===== config.mk =====
export PLATFORM = sky130hd
export DESIGN_NAME = adder_pipe
export DESIGN_NICKNAME = d
export VERILOG_FILES = /design/src/rtl/adder_pipe_pkg.sv /design/src/rtl/adder_chunk.sv /design/src/rtl/adder_pipe.sv
export SDC_FILE = /design/constraint.sdc
export NUM_CORES = 1
export LEC_CHECK = 0
export ABC_AREA = 1
export BUFFER_PORTS_ARGS = -buffer_cell sky130_fd_sc_hd__buf_4
export CAP_MARGIN = 20
export CORE_MARGIN = 3
export CORE_UTILIZATION = 50
export DETAILED_ROUTE_END_ITERATION = 7
export HOLD_SLACK_MARGIN = 0.12
export PLACE_DENSITY_LB_ADDON = 0.2
export SLEW_MARGIN = 20
export SYNTH_ARGS = -nofsm -noshare
export SYNTH_HDL_FRONTEND = slang
export SYNTH_SLANG_ARGS = --single-unit

===== constraint.sdc =====
create_clock -name clk -period 8.2 [get_ports clk]
set_input_delay 0.82 -clock clk [delete_from_list [all_inputs] [get_ports clk]]
set_output_delay 0.82 -clock clk [all_outputs]
set_load 0.05 [all_outputs]

===== src/rtl/adder_pipe_pkg.sv =====
// adder_pipe_pkg: shared constants and types for the pipelined adder/subtractor.
//   DEF_WIDTH / DEF_STAGES : default operand width and pipeline depth
//   chunk_width()          : bits resolved per pipeline stage
//   stage_entry_t          : layout of one pipeline entry at the default width
//                            (adder_pipe declares the same layout at its own WIDTH)
package adder_pipe_pkg;

  localparam int DEF_WIDTH  = 32;
  localparam int DEF_STAGES = 4;

  function automatic int chunk_width(input int width, input int stages);
    return width / stages;
  endfunction

  typedef struct packed {
    logic                 vld;    // entry holds a live operation
    logic                 carry;  // carry out of the chunk resolved in this stage
    logic [DEF_WIDTH-1:0] psum;   // sum bits resolved so far (lower chunks)
    logic [DEF_WIDTH-1:0] pa;     // operand A, upper chunks still pending
    logic [DEF_WIDTH-1:0] pbx;    // operand B after subtract inversion
  } stage_entry_t;

endpackage


===== src/rtl/adder_chunk.sv =====
// adder_chunk: combinational CW-bit ripple-carry adder built from per-bit full adders.
//   a, b  : CW-bit chunk operands
//   cin   : carry into bit 0
//   sum   : CW-bit chunk sum
//   cout  : carry out of the chunk MSB
//   cmsb  : carry into the chunk MSB (only with ADDER_PIPE_OVF_EN defined)
module adder_chunk #(
  parameter int CW = 8
) (
  input  logic [CW-1:0] a,
  input  logic [CW-1:0] b,
  input  logic          cin,
  output logic [CW-1:0] sum,
  output logic          cout
`ifdef ADDER_PIPE_OVF_EN
  ,
  output logic          cmsb
`endif
);

  logic [CW:0] c;

  assign c[0] = cin;

  for (genvar i = 0; i < CW; i++) begin : g_fa
    assign sum[i]  = a[i] ^ b[i] ^ c[i];
    assign c[i+1]  = (a[i] & b[i]) | (c[i] & (a[i] ^ b[i]));
  end

  assign cout = c[CW];

`ifdef ADDER_PIPE_OVF_EN
  assign cmsb = c[CW-1];
`endif

endmodule


===== src/rtl/adder_pipe.sv =====
// adder_pipe: pipelined ripple-carry adder/subtractor with valid/ready on both sides.
// Operands are split into STAGES chunks of WIDTH/STAGES bits; stage k ripples chunk k
// using the carry registered by stage k-1, so the result appears STAGES cycles after
// acceptance and one operation per cycle is sustained.
//   clk, rst            : clock, synchronous active-high reset
//   in_valid / in_ready : operand handshake (in_ready low while rst or stalled)
//   a, b, cin, sub      : operands; sub=1 computes a - b - cin (cin is borrow-in)
//   out_valid/out_ready : result handshake
//   sum, cout           : result and MSB carry (sub: cout=1 means no borrow)
//   ovf                 : signed overflow, present only with ADDER_PIPE_OVF_EN defined
// A stall (out_valid && !out_ready) freezes every stage; bubbles move as vld=0 entries.
module adder_pipe
  import adder_pipe_pkg::*;
#(
  parameter int WIDTH  = DEF_WIDTH,
  parameter int STAGES = DEF_STAGES
) (
  input  logic             clk,
  input  logic             rst,
  input  logic             in_valid,
  output logic             in_ready,
  input  logic [WIDTH-1:0] a,
  input  logic [WIDTH-1:0] b,
  input  logic             cin,
  input  logic             sub,
  output logic             out_valid,
  input  logic             out_ready,
  output logic [WIDTH-1:0] sum,
  output logic             cout
`ifdef ADDER_PIPE_OVF_EN
  ,
  output logic             ovf
`endif
);

  localparam int CHUNK = chunk_width(WIDTH, STAGES);

  if ((STAGES < 1) || (STAGES > WIDTH) || ((WIDTH % STAGES) != 0)) begin : g_param_check
    $error("adder_pipe: WIDTH (%0d) must be a multiple of STAGES (%0d)", WIDTH, STAGES);
  end

  typedef struct packed {
    logic             vld;
    logic             carry;
    logic [WIDTH-1:0] psum;
    logic [WIDTH-1:0] pa;
    logic [WIDTH-1:0] pbx;
  } stage_t;

  stage_t           pipe_p [STAGES];
  logic             en;
  logic [WIDTH-1:0] bx;
  logic             c0;

  // Subtraction is a + ~b + ~cin, so a borrow-in of 1 becomes a carry-in of 0.
  assign bx = b ^ {WIDTH{sub}};
  assign c0 = cin ^ sub;

  assign en       = !pipe_p[STAGES-1].vld || out_ready;
  assign in_ready = en && !rst;

`ifdef ADDER_PIPE_OVF_EN
  logic cmsb_w [STAGES];
  logic ovf_p;
`endif

  for (genvar k = 0; k < STAGES; k++) begin : g_stage
    // src.carry is the carry into chunk k; the registered carry is the carry out of it.
    stage_t           src;
    logic [CHUNK-1:0] cs;
    logic             co;
    logic [WIDTH-1:0] nsum;

    if (k == 0) begin : g_src
      always_comb begin
        src       = '0;
        src.vld   = in_valid;
        src.carry = c0;
        src.pa    = a;
        src.pbx   = bx;
      end
    end else begin : g_src
      assign src = pipe_p[k-1];
    end

    adder_chunk #(
      .CW(CHUNK)
    ) u_chunk (
      .a   (src.pa[k*CHUNK +: CHUNK]),
      .b   (src.pbx[k*CHUNK +: CHUNK]),
      .cin (src.carry),
      .sum (cs),
      .cout(co)
`ifdef ADDER_PIPE_OVF_EN
      ,
      .cmsb(cmsb_w[k])
`endif
    );

    always_comb begin
      nsum                     = src.psum;
      nsum[k*CHUNK +: CHUNK]   = cs;
    end

    // ---- stage k register boundary ----
    always_ff @(posedge clk) begin
      if (rst) begin
        pipe_p[k].vld <= 1'b0;
      end else if (en) begin
        pipe_p[k].vld <= src.vld;
      end
      // Only the last stage drives the outputs, so only its data is cleared.
      if (rst && (k == STAGES-1)) begin
        pipe_p[k].carry <= 1'b0;
        pipe_p[k].psum  <= '0;
      end else if (en) begin
        pipe_p[k].carry <= co;
        pipe_p[k].psum  <= nsum;
      end
      if (en) begin
        pipe_p[k].pa  <= src.pa;
        pipe_p[k].pbx <= src.pbx;
      end
    end

`ifdef ADDER_PIPE_OVF_EN
    if (k == STAGES-1) begin : g_ovf
      // Signed overflow: carry into the MSB differs from carry out of it.
      always_ff @(posedge clk) begin
        if (rst) begin
          ovf_p <= 1'b0;
        end else if (en) begin
          ovf_p <= cmsb_w[k] ^ co;
        end
      end
    end
`endif
  end

  assign out_valid = pipe_p[STAGES-1].vld;
  assign sum       = pipe_p[STAGES-1].psum;
  assign cout      = pipe_p[STAGES-1].carry;

`ifdef ADDER_PIPE_OVF_EN
  assign ovf = ovf_p;
`endif

endmodule


* Yosys cells after proc, flatten, opt, wreduce, memory -nomap -nowiden
Memory sizes are Yosys's and may differ from the RTL's. Index checks and enable logic that the tools add are counted.
Operators by class: mux-type cells 12, bitwise logic cells 168, reduce and logical (&&, ||, !) cells 4
Operators by type and width (count):
- XOR 1 bit | 65
- bitwise AND 1 bit | 64
- bitwise OR 1 bit | 38
- 2-to-1 mux 32 bit | 1
- XOR 32 bit | 1
- 2-to-1 mux 1 bit | 11
- logical NOT 1 bit | 2
- logical AND 1 bit | 1
- logical OR 1 bit | 1
Word-level totals: memories kept 1, flip-flop bits (word level) 0, word-level logic and storage cells 185, memory bits (writable) 392, input bits 70, output and inout bits 35
Memories:
- pipe_p | words 4, width 98, read ports 4, clocked after memory_dff 0, write ports 4, RTL line adder_pipe.sv:50 | stage_t pipe_p [STAGES];

* Depth between registers and ports, before layout
Gate-level depths: netlist (run 1). An unclocked memory read counts as a cell.
depth in word-level cells 19, mapped depth 13, gate-level depth less buffers 12

* Modules after synthesis
From an unflattened synthesis (run 1), not the netlist that was laid out.
Second synthesis, totals: cell total of the unflattened synthesis 377, area, all modules 7039.3 µm²
By module, submodules not included:
- adder_pipe | area each 6248.5 µm², times used 1, seq. area each 5525.3 µm², cells each 305
- adder_chunk | area each 197.7 µm², times used 4, seq. area each 0.0 µm², cells each 18

* Worst setup path before layout (run 1)
No wires, ideal clock.
kind input to register, from input sub, to memory pipe_p[0][71] in the netlist's numbering, data pin, path slack 3875 ps, stages on the path 13, data required time 7931 ps, library setup time 269 ps, arrival time 4056 ps, path buffers 2, path through buf_4 > buf_6 > xor2_1 > fa_1 > fa_1 > inv_1 > fa_1 > fa_1 > fa_1 > fa_1 > fa_1 > inv_1 > fa_1
RTL lines:
- from (decl) | RTL line adder_pipe.sv:25 | input logic sub,
- to (decl) | RTL line adder_pipe.sv:50

==> results of run 1 <==
-- cells in the final DEF (no fill, tap or decap) --
cell          n
clkbuf_16    17
nor2_2       19
xnor2_1       5
buf_16        2
edfxtp_1    184
fa_1         32
clkbuf_1      1
nor2_1       18
nand2_2       1
xor2_1       28
inv_6         1
nand2_8       1
buf_4       104
bufinv_16     1
clkinv_4      1
clkinv_2      6
inv_1        75
nand3_2       1
clkinvlp_4    4
-- stage by stage --
stage | power (mW) | hold WS (ns) | worst slack, ns | instances | area (um2)
after floorplan | 1.56 | 0.400 | 3.87 | 372 | 7020
after global placement | 1.67 | 0.400 | 3.57 | 644 | 7960
after detailed placement | 1.69 | 0.405 | 3.52 | 644 | 7960
after CTS | 2.43 | 0.419 | 3.97 | 675 | 8500
after global routing | 2.52 | 0.417 | 3.86 | 677 | 8550
final | 2.40 | 0.415 | 3.98 | 677 | 8550
-- worst max-delay path: cells and delay by family --
family,cells,cell delay [ns]
xor gates and xnor gates,1,0.24
buffers and inverters,3,0.57
adders and majority gates,8,2.75
-- metal layers --
layer,track usage,up-vias
li1,-,1472
met1,0.149,1486
met2,0.217,77
met3,0.0570,16
met4,0.0548,0
met5,0,-
-- power by group --
group	leakage, nW	switching, mW	internal, mW
clock network	0.258	0.323	0.414
registers	1.98	0.0496	1.24
logic	1.37	0.239	0.129
-- cell families (layout without fill, tap and decap cells) --
family        after synthesis  count (layout)  synth area share
buf+inv                    83             212            0.0515
fa+ha+maj                  32              32            0.0912
simple gates               40              40            0.0290
flops                     184             184             0.787
xor+xnor                   33              33            0.0412
-- cells in the mapped netlist --
cell      number  area (um2)
edfxtp_1     184        5530
inv_1         75         282
fa_1          32         641
xor2_1        28         245
nor2_2        19         119
nor2_1        18        67.6
buf_6          6        67.6
xnor2_1        5        43.8
nand2_2        2        12.5
buf_2          1        5.00
buf_4          1        7.51
nand3_1        1        5.00
-- worst max path at each step --
stage	slack, ns	end	depth (start not counted)
finish	3.98	pipe_p[0][71]	12
global route	3.86	pipe_p[0][71]	12
CTS	3.97	pipe_p[0][71]	12
detailed placement	3.52	pipe_p[0][71]	12
global placement	3.57	pipe_p[0][71]	12
floorplan	3.87	pipe_p[0][71]	13
-- area by class of cell --
cell class / count / area share
Clock inverter: 13 / 0.0126
Multi-Input combinational cell: 105 / 0.135
Sequential cell: 184 / 0.646
Clock buffer: 18 / 0.0502
Timing Repair Buffer: 106 / 0.0977
Inverter: 75 / 0.0329
Tap cell: 176 / 0.0257
==> flow_summary.yaml, run 1 <==
worst_setup_path:
  cpMostUsedCell: "fa_1"
  startpoint: "sub"
  crit_fanout: 33
  r2r-start: "pipe_p[2][24]"
  reg2reg_depth: 12
  crit_required_ns: 8.36
  worstSetupStartpointType: "input pin"
  worstReg2RegEnd: "pipe_p[3][95]"
  crit_type: "input pin to flip-flop"
  crit_chain: "buf_4, xor2_1, fa_1, fa_1, inv_1, fa_1, fa_1, fa_1, fa_1, fa_1, inv_1, fa_1"
  crit_path_max_incr_delay_ns: 0.44
  arrival_ns: 4.38
  end_kind: "flip-flop"
  critPathSlowestCell: "buf_4"
  reg2reg_slack_ns: 4.26
drt:
  first_pass_iters: 4
  wl_per_cell_um: 14.0
  postRouteAntennaNets: 0
  maxUsedRoutingLayer: "met4"
  routed_via_density: 4.51
  route.met2.wl_mm: 5.04
  wl_met1_mm: 3.70
  vias: 3051
  drtIter0Drc: 172
  routed_wl_mm: 9.46
  met3_length_um: 558
  drcViolationCount: 0
sta:
  setup_viol: 0
  rsz0062_at_grt: "false"
  period_needed_ns: 4.22
  slew_headroom: 0.342
  fmax_ghz: 0.237
  fin_setup_tns_ns: 0
  skew_ns: 0.00661
  min_period_over_period: 0.515
  hold_viol_final: 0
  worst_slew_pin_slew_ns: 0.984
  slew_viol_final: 0
placed_design:
  dpl.hpwl_mm: 5.96
  port_buffers: 104
  place_congestion: 0.753
yosys:
  syn-num-nets: 474
  syn_inst: 372
  ys_ff_latch: 184
  ys_seq_area_frac: 0.787
  synth_area_um2: 7020
  post_synth.cell_area_avg_um2: 18.9
  ys_types: 12
  yosysWarnings: 0
final_layout:
  largestRegisters: "pipe_p x184"
  fillers: 940
  final_nets: 591
  ff_latch_area_um2: 5530
  largest_reg_flops: 184
  top_register: "pipe_p"
  multi_input_area_um2: 1150
  area_growth_pct: 21.8
  utilization: 0.633
  drive_gt1_frac: 0.315
  antennaDiodeCount: 0
clocking:
  cts.repair.resized: 0
  htree_levels: 4
  clk_latency_ns: 0.42
  cts_tree: "yes"
  clockBufferDepth: 2
  cts_sinks: 184
  clock-root-buffer: "clkbuf_16"
  post_cts_buffers: 0
  cts_hold_buf: 0
  numCtsBuffers: 17
  cts.clk_slew.worst_paths_ns: 0.06
run:
  max-cap-violations: 0
grt:
  grt_overflow_total: 0
  grt_first_pass_wirelength_mm: 15.3
  grt_max_degree: 149
  antenna_found_initial: 0
  track_usage: 0.131
  grt_pass1_vias: 3147
min_path:
  whs_path_depth: 0
  hp-class: "flip-flop to flip-flop"
  min_from: "pipe_p[0][50]"
  holdPathEnd: "pipe_p[1][50]"
floorplanning:
  die_h_um: 124
  die_x_um: 124
  core-area_um2: 13500
  rows: 42
  start_util: 0.520
  design.die.area_um2: 15500
  io_pins: 105
outcome:
  status: "completed"
power_and_ir_drop:
  ir_drop_uv: 147
  cellPowerDensity_nw_per_um2: 280
  leakage_nw: 3.61
Note: power is estimated with default switching activity, not from simulation.
==> run 2: changes to the inputs <==
--- a/config.mk
+++ b/config.mk
@@ -5,7 +5,7 @@
 export SDC_FILE = /design/constraint.sdc
 export NUM_CORES = 1
 export LEC_CHECK = 0
-export ABC_AREA = 1
+export ABC_AREA = 0
 export BUFFER_PORTS_ARGS = -buffer_cell sky130_fd_sc_hd__buf_4
 export CAP_MARGIN = 20
 export CORE_MARGIN = 3
==> constraint.sdc (replaced) <==
create_clock -name clk -period 4.2 [get_ports clk]
set_input_delay 0.42 -clock clk [delete_from_list [all_inputs] [get_ports clk]]
set_output_delay 0.42 -clock clk [all_outputs]
set_load 0.05 [all_outputs]
==> run 2 against run 1 <==
Via count fell by 0.92%. Global-route usage rose by 0.42 points. Combinational power rose by 73%. Clock power rose by 100%. Die area rose by 0.83%. Area after synthesis rose by 0.87%. Highest routed layer unchanged.
==> flow_summary.yaml, run 2 <==
outcome:
  status: "completed"
floorplanning:
  io_pins: 105
  core-area_um2: 13600
  design.die.area_um2: 15600
  rows: 42
  start_util: 0.522
  die_x_um: 125
  die_h_um: 125
worst_setup_path:
  critPathSlowestCell: "fa_1"
  crit_required_ns: 4.35
  cpMostUsedCell: "fa_1"
  end_kind: "flip-flop"
  arrival_ns: 4.18
  crit_type: "flip-flop to flip-flop"
  crit_chain: "fa_1, fa_1, fa_1, fa_1, fa_1, inv_1, fa_1, inv_1, fa_1, fa_1, nor3b_2"
  crit_fanout: 1
  cp_num_buf_inv: 2
  worstSetupStartpointType: "flip-flop"
  crit_path_max_incr_delay_ns: 0.45
  cpLargestDelayFamily: "adder cells"
yosys:
  synth_simple_gate_area_frac: 0.0500
  ys_seq_area_frac: 0.780
  ys.flop_type: "edfxtp_1"
  post_synth.cell_area_avg_um2: 21.0
  syn_inst: 338
  synth_top_family_by_area: "adder cells"
  synth-compound-area-share: 0
  syn-num-nets: 440
  ys_ff_latch: 184
  yosys-mux-area-fraction: 0
  synth_fa_ha_area_frac: 0.0905
  synthXorXnorAreaFrac: 0.0408
  synthArstFlopShare: 0
  synth-edff-count: 184
  ys_types: 14
  netlist.top_cell.by_area: "edfxtp_1"
  yosys.area.top_type_share: 0.780
  synth_common_cells: "184 x edfxtp_1, 37 x inv_1, 32 x fa_1"
  yosysWarnings: 0
  synth_most_common_cell: "edfxtp_1"
  synth_area_um2: 7080
  synthTopCellsByArea: "edfxtp_1 78%, fa_1 9.0%, xor2_1 3.5%"
sta:
  period_needed_ns: 4.03
  min_period_over_period: 0.959
  rsz0062_at_grt: "false"
  hold_viol_final: 0
  fmax_ghz: 0.248
  setup_viol: 0
  skew_ns: 0.00539
  worst_slew_pin_slew_ns: 0.919
  slew_headroom: 0.388
  fin_setup_tns_ns: 0
  slew_viol_final: 0
clocking:
  cts_hold_buf: 0
  clockBufferDepth: 2
  clock-root-buffer: "clkbuf_16"
  cts.repair.resized: 0
  numCtsBuffers: 17
  cts_sinks: 184
  cts.clk_slew.worst_paths_ns: 0.06
  cts_tree: "yes"
  post_cts_buffers: 0
  clk_latency_ns: 0.42
  htree_levels: 4
final_layout:
  final_cell_area_um2: 8560
  antennaDiodeCount: 0
  ff_latch_area_um2: 5530
  largestRegisters: "pipe_p x184"
  largest_reg_flops: 184
  final_nets: 556
  multi_input_area_um2: 1290
  fillers: 951
  final_common_cell: "edfxtp_1"
  top_register: "pipe_p"
  final_cell_mix: "184 x edfxtp_1, 108 x buf_4, 36 x inv_1"
  area_growth_pct: 20.9
  drive_gt1_frac: 0.323
min_path:
  hp-class: "input pin to flip-flop"
drt:
  first_pass_iters: 4
  vias: 3023
  drcViolationCount: 0
  wl_per_cell_um: 15.0
  postRouteAntennaNets: 0
  routed_wl_mm: 9.62
  routed_via_density: 4.70
  drtIter0Drc: 206
power_and_ir_drop:
  p_seq_frac: 0.539
  clockPowerShare: 0.323
  swShare: 0.238
  p_sw_mw: 1.10
  leakage_nw: 3.44
  p_comb_frac: 0.138
  ir_drop_uv: 343
  cellPowerDensity_nw_per_um2: 539
  internal-power_mw: 3.52
grt:
  grt_overflow_total: 0
  grt_first_pass_wirelength_mm: 15.7
  track_usage: 0.135
  antenna_found_initial: 0
  grt_max_degree: 95
  grt_pass1_vias: 3154
placed_design:
  placed_cell_area_um2: 7990
  dpl.hpwl_mm: 6.31
  port_buffers: 104
  place_congestion: 0.779
run:
  max-cap-violations: 0
[run 2: per-stage QoR]
stage	utilization	total power, mW	std cells	setup WS (ns)	hold WS (ns)
floorplan	-	2.95	338	0.307	0.400
global placement	0.590	3.14	611	0.287	0.401
detailed placement	0.590	3.18	611	0.182	0.405
CTS	0.631	4.67	643	0.138	0.148
global route	0.632	4.83	643	0.0291	0.143
finish	0.632	4.61	643	0.171	0.173
[run 2: kinds of logic (layout without fill, tap and decap cells)]
kind of cell  count (synthesis)  count (layout)
buf+inv                      49             178
simple gates                 40              40
xor+xnor                     33              33
fa+ha+maj                    32              32
flops                       184             184
[run 2: final cells by class]
cell class | count | area share
flip-flops and latches | 184 | 0.645
multi-input cells | 105 | 0.151
repair buffers | 109 | 0.0960
clock buffers | 18 | 0.0501
well taps | 176 | 0.0257
inverters | 37 | 0.0167
clock inverters | 14 | 0.0155
[run 2: metal layers]
layer,wire [um],vias to the layer above,track usage
li1,-,1434,-
met3,494,19,0.0431
met4,267,0,0.0746
met1,3530,1484,0.149
met2,5330,86,0.232
met5,0,-,0
[run 2: final timing paths]
| check | cells after the start | to | from | slack (ns) |
|---|---|---|---|---|
| min reg2reg | 0 | pipe_p[2][79] | pipe_p[1][79] | 0.42 |
| max | 11 | pipe_p[3][95] | pipe_p[2][24] | 0.17 |
| min | 1 | pipe_p[0][50] | a[18] | 0.17 |
| max reg2reg | 11 | pipe_p[3][95] | pipe_p[2][24] | 0.17 |
[run 2: power by group through the flow]
stage	logic [mW]	clock network, mW	registers (mW)
3_3_place_gp	0.629	0	2.51
3_5_place_dp	0.642	0	2.53
5_1_grt	0.693	1.62	2.52
6_report	0.637	1.49	2.49
4_1_cts	0.646	1.52	2.50
2_1_floorplan	0.209	0	2.74
